--- config.mk ---
export PLATFORM = sky130hd
export DESIGN_NAME = pulse_timing_cells
export DESIGN_NICKNAME = d
export VERILOG_FILES = /design/src/rtl/pulse_timing_cells.sv
export SDC_FILE = /design/constraint.sdc
export NUM_CORES = 1
export LEC_CHECK = 0
export CORE_UTILIZATION = 40
export CTS_BUF_LIST = sky130_fd_sc_hd__clkbuf_8
export DETAILED_ROUTE_END_ITERATION = 10
export GPL_ROUTABILITY_DRIVEN = 0
export MAX_ROUTING_LAYER = met4
export PLACE_DENSITY = 0.73
export SLEW_MARGIN = 20
export SYNTH_ARGS = -nofsm -noshare
export SYNTH_HDL_FRONTEND = slang
export SYNTH_SLANG_ARGS = --single-unit
--- constraint.sdc ---
create_clock -name clk -period 2 [get_ports clk]
set_input_delay 0.4 -clock clk [delete_from_list [all_inputs] [get_ports clk]]
set_output_delay 0.4 -clock clk [all_outputs]
set_load 0.03 [all_outputs]
--- src/rtl/pulse_timing_cells.sv ---
// Pulse-timing primitives for the core-memory controller: two retriggerable
// pulse stretchers (bd, bd2) and a fixed-latency delay line (dly100ns).
module pulse_timing_cells #(
  parameter int DLY_CYCLES = 5,
  parameter int BD_CYCLES  = 4,
  parameter int BD2_CYCLES = 12
) (
  input  logic clk,
  input  logic reset,
  input  logic bd_in,
  output logic bd_p,
  input  logic bd2_in,
  output logic bd2_p,
  input  logic dly_in,
  output logic dly_p
);

  localparam int BdW  = $clog2(BD_CYCLES + 1);
  localparam int Bd2W = $clog2(BD2_CYCLES + 1);

  localparam logic [BdW-1:0]  BdLoad  = BdW'(BD_CYCLES);
  localparam logic [Bd2W-1:0] Bd2Load = Bd2W'(BD2_CYCLES);

  logic [BdW-1:0]        bd_cnt_q, bd_cnt_d;
  logic [Bd2W-1:0]       bd2_cnt_q, bd2_cnt_d;
  logic                  bd_p_q, bd_p_d;
  logic                  bd2_p_q, bd2_p_d;
  logic [DLY_CYCLES-1:0] dly_q, dly_d;

  // NOTE: every signal written here gets a value on every path, so no latch is inferred.
  always_comb begin
    bd_cnt_d = bd_cnt_q;
    if (bd_in)                bd_cnt_d = BdLoad;
    else if (bd_cnt_q != '0)  bd_cnt_d = bd_cnt_q - BdW'(1);
    // Output register tracks the next count, so a retrigger never glitches low.
    bd_p_d = (bd_cnt_d != '0);

    bd2_cnt_d = bd2_cnt_q;
    if (bd2_in)               bd2_cnt_d = Bd2Load;
    else if (bd2_cnt_q != '0) bd2_cnt_d = bd2_cnt_q - Bd2W'(1);
    bd2_p_d = (bd2_cnt_d != '0);

    dly_d    = dly_q;
    dly_d[0] = dly_in;
    for (int i = 1; i < DLY_CYCLES; i++) dly_d[i] = dly_q[i-1];
  end

  // NOTE: non-blocking assignments so all flops update from pre-edge values;
  // the shift stages are reset too, otherwise pulses in flight would survive reset.
  always_ff @(posedge clk or negedge reset) begin
    if (!reset) begin
      bd_cnt_q  <= '0;
      bd2_cnt_q <= '0;
      bd_p_q    <= 1'b0;
      bd2_p_q   <= 1'b0;
      dly_q     <= '0;
    end else begin
      bd_cnt_q  <= bd_cnt_d;
      bd2_cnt_q <= bd2_cnt_d;
      bd_p_q    <= bd_p_d;
      bd2_p_q   <= bd2_p_d;
      dly_q     <= dly_d;
    end
  end

  assign bd_p  = bd_p_q;
  assign bd2_p = bd2_p_q;
  assign dly_p = dly_q[DLY_CYCLES-1];

endmodule

# Yosys cells after proc, flatten, opt, wreduce, memory -nomap -nowiden
# Cells that the tools add are included.
# totals
inputBits	5
ff_bits	14
ramBits	0
n_memories	0
mem_bits_ro	0
out_inout_bits	3
latchBits	0
# classes
order_cmp	0
add_sub_neg	2
n_shift	0
reduce_logical	4
n_mul	0
n_eq_ne	0
n_bitwise	0
div_mod_pow	0
muxes	4
# op_table
operator	n
two-way mux 4 bit	2
nonzero test 4 bit	2
two-way mux 3 bit	2
nonzero test 3 bit	2
subtractor 4 x 1 -> 4 bit (second input constant)	1
subtractor 3 x 1 -> 3 bit (second input constant)	1

# Logic depth before layout (Yosys ltp)
# logic_depth
ltp_word	4
depth_mapped	6

# Least setup slack after synthesis
# No wires, ideal clock.
# synth_path
path_kind	register -> register
from	register bd_cnt_q[0]
to	register bd_p_q, in the netlist bd_p
period_less_slack_ns	1.493
stages_incl_launch_ff	7
path_buffers	0
required_ns	1.868
setup_slack_ns	0.507
arrival_ns	1.361
cell_sequence	dfrtp_1 inv_1 ha_1 inv_1 ha_1 or2_2 or3b_1
# synth_via
elab_chain_len	4
elab_cells_between_ends	5
classes_between	add/sub: 1; mux: 2; reduce/logical: 2
# synth_rtl
item	line	text
start: declaration	24	logic [BdW-1:0] bd_cnt_q, bd_cnt_d;
start signal: assignment	58	bd_cnt_q <= bd_cnt_d;
subtractor 3 x 1 -> 3 bit or nonzero test 3 bit (tied branches)	34	else if (bd_cnt_q != '0) bd_cnt_d = bd_cnt_q - BdW'(1);
two-way mux 3 bit *	34	
two-way mux 3 bit *	33	if (bd_in) bd_cnt_d = BdLoad;
net bd_cnt_d[2]	24	
nonzero test 3 bit *	36	bd_p_d = (bd_cnt_d != '0);
net bd_p_d	26	logic bd_p_q, bd_p_d;
end signal: assignment	60	bd_p_q <= bd_p_d;
end: declaration	26	
# Mark *: on every way through the listed nets, which the timed path passes. The rest lies on a longest branch.

# Worst setup path after layout
# layout_path
from	register bd2_p_q, in the netlist bd2_p
to	output port bd2_p
# layout_rtl
item	line	text
start: declaration	27	logic bd2_p_q, bd2_p_d;
start signal: assignment	61	bd2_p_q <= bd2_p_d;
end: declaration	13	output logic bd2_p,
# No word-level cell between the ends.

==> flow_metrics.tcl <==
set metrics [dict create \
    stdcell_count 72 \
    cp.required_ns 1.60 \
    power.density_nw_per_um2 1160 \
    grtUsageTotal 0.150 \
    vias 330 \
    vdd_drop_max_v 0.000587 \
    path_delay_family "buffers and inverters" \
    fin_crit_ns 1.63 \
    synth-seq-cells 14 \
    seq_area_frac_synth 0.615 \
    cp_num_buf_inv 1 \
    grt_max_degree 15 \
    route.detailed.drc 0 \
    p_leak_nw 0.323 \
    drv_cap 0 \
    dp_hpwl_um 557 \
    grt_pass1_wl_mm 1.39 \
    worst_skew_pair.late_latency_ns 0.24 \
    cts_sinks 14 \
    finalSetupViolCount 0 \
    syn_area_per_cell_um2 12.4 \
    cp_slowest_cell "clkdlybuf4s50_1" \
    setup_slack_ns 0.371 \
    layout_common_cells "14 x dfrtp_1, 7 x inv_1, 7 x clkdlybuf4s50_1" \
    dp_cells 68 \
    chipWidth_um 39.7 \
    rrSetupSlack_ns 0.42 \
    tns_ns 0 \
    maxSlewHeadroom 0.604 \
    io_pins 8 \
    skew_ns 0.00334 \
    fillers 114 \
    outcome "finished, final reports clean" \
    synth_warnings 0 \
    cts_resized 0 \
    via_per_inst 4.58 \
    cp-end-kind "output port" \
    r2r-end "bd_p" \
    holdWs_ns 0.348 \
    syn-num-nets 55 \
    criticalPathCategory "reg2out" \
    routedWlPerCell_um 11.1 \
    worstRegToRegCells 6 \
    antenna_left 0 \
    dr.first_iter.drc_count 0 \
    clockBufferDepth 2 \
    timing.rr.start "bd_cnt_q[0]" \
    ctsHtreeMaxLevel 1 \
    final_layout_size_suffix_gt1_frac 0.105 \
    grt_pass1_vias 323 \
    slew_violations 0 \
    fmax_mhz 614 \
    coreArea_um2 1320 \
    syn-cell-area_um2 569 \
    root_buffer "clkbuf_8" \
    drtPass1Iterations 1 \
    numPortBuffers 7 \
    start_util 0.432 \
    hold_path.startpoint "dly_q[0]" \
    syn2layout_area_growth_pct 25.3 \
    post_cts_buffers 0 \
    nNetsFinal 67 \
    worstPathCellList "clkdlybuf4s50_1" \
    overflow 0 \
    dieArea_um2 1580 \
    syn_inst 46 \
    cp.arrival_ns 1.23 \
    final_common_cell "dfrtp_1" \
    rows 13 \
    timing.final.crit_share 0.814 \
    cp_max_fo 1 \
    antenna_cells 0 \
    whs_endpoint "dly_q[1]" \
    startpoint_type "flop" \
    tightest_slew_ns 0.592 \
    hp-class "reg2reg" \
    antenna_found_initial 0 \
    chipHeight_um 39.7 \
    numCtsBuffers 3 \
    critical_path.max_stage_delay_ns 0.66 \
    cts_hold_buf 0 \
    hold_viol_final 0 \
    clk_pin_slew_ns 0.06 \
    pre_cts_ws_ns 0.349 \
    totalWireLength_um 796 \
    rsz0062_at_grt "false" \
    yosysUniqueCellTypes 18 \
    cts_tree "built" \
    min_path_cells 0 \
]
-- Yosys cell counts, drive strengths merged --
cell | n | area [um2]
nor4 | 1 | 6.26
xor2 | 1 | 8.76
or2 | 1 | 6.26
o21ai | 1 | 5.00
dfrtp | 14 | 350
nor3 | 1 | 5.00
nor2b | 3 | 18.8
ha | 4 | 50.1
a211o | 2 | 17.5
and3 | 1 | 6.26
or3b | 1 | 8.76
nor3b | 1 | 12.5
a211oi | 1 | 7.51
inv | 7 | 26.3
nor2 | 4 | 15.0
mux2i | 1 | 10.0
xnor2 | 1 | 8.76
or3 | 1 | 6.26
-- how the worst max path moves through the flow --
stage                     start  endpoint  slack [ns]  depth (start not counted)
finish                    bd2_p     bd2_p        0.37                          1
CTS                       bd2_p     bd2_p        0.35                          1
detailed placement        bd_in      bd_p        0.35                          3
global route              bd2_p     bd2_p        0.30                          1
global placement          bd_in      bd_p        0.39                          3
floorplan           bd_cnt_q[0]      bd_p        0.51                          6
-- routing by layer --
| metal | wire length [um] | GRT usage | up-vias | share of wire |
|---|---|---|---|---|
| met2 | 373 | 0.209 | 9 | 0.47 |
| met3 | 45 | 0.0852 | 0 | 0.057 |
| met4 | 0 | 0.0776 | 0 | 0 |
| met1 | 377 | 0.169 | 151 | 0.47 |
| li1 | - | - | 170 | - |
| met5 | 0 | - | - | 0 |
-- cell families after synthesis --
family	synth area share
buf+inv	0.0462
flops	0.615
compound gates	0.0527
fa+ha+maj	0.0879
xor+xnor	0.0308
simple gates	0.149
mux	0.0176
-- where the power goes --
part           internal (mW)  leakage [nW]  switching, mW
combinational         0.0917         0.136          0.103
sequential             0.330         0.157         0.0241
clock                  0.174        0.0288          0.101
total                  0.596         0.323          0.228
-- sequential cells by signal (all words and copies together) (netlist names) --
signal     flops
bd_p           1
bd2_p          1
bd_cnt_q       3
bd2_cnt_q      4
dly_q          5
-- through the flow --
step / util / cell area, um2 / power (mW)
5_1_grt: 0.541 / 713 / 0.885
3_3_place_gp: 0.500 / 658 / 0.552
2_1_floorplan: - / 569 / 0.495
4_1_cts: 0.541 / 713 / 0.835
3_5_place_dp: 0.500 / 658 / 0.555
6_report: 0.541 / 713 / 0.824
-- area by class of cell --
cell class	instances	area, um2	area share
clock buffer	4	55.1	0.0772
tap	15	18.8	0.0263
sequential	14	350	0.491
timing repair buffer	7	70.1	0.0982
multi-input combinational	25	193	0.270
inverter	7	26.3	0.0368
No activity file was read; power rests on OpenSTA's default activity.
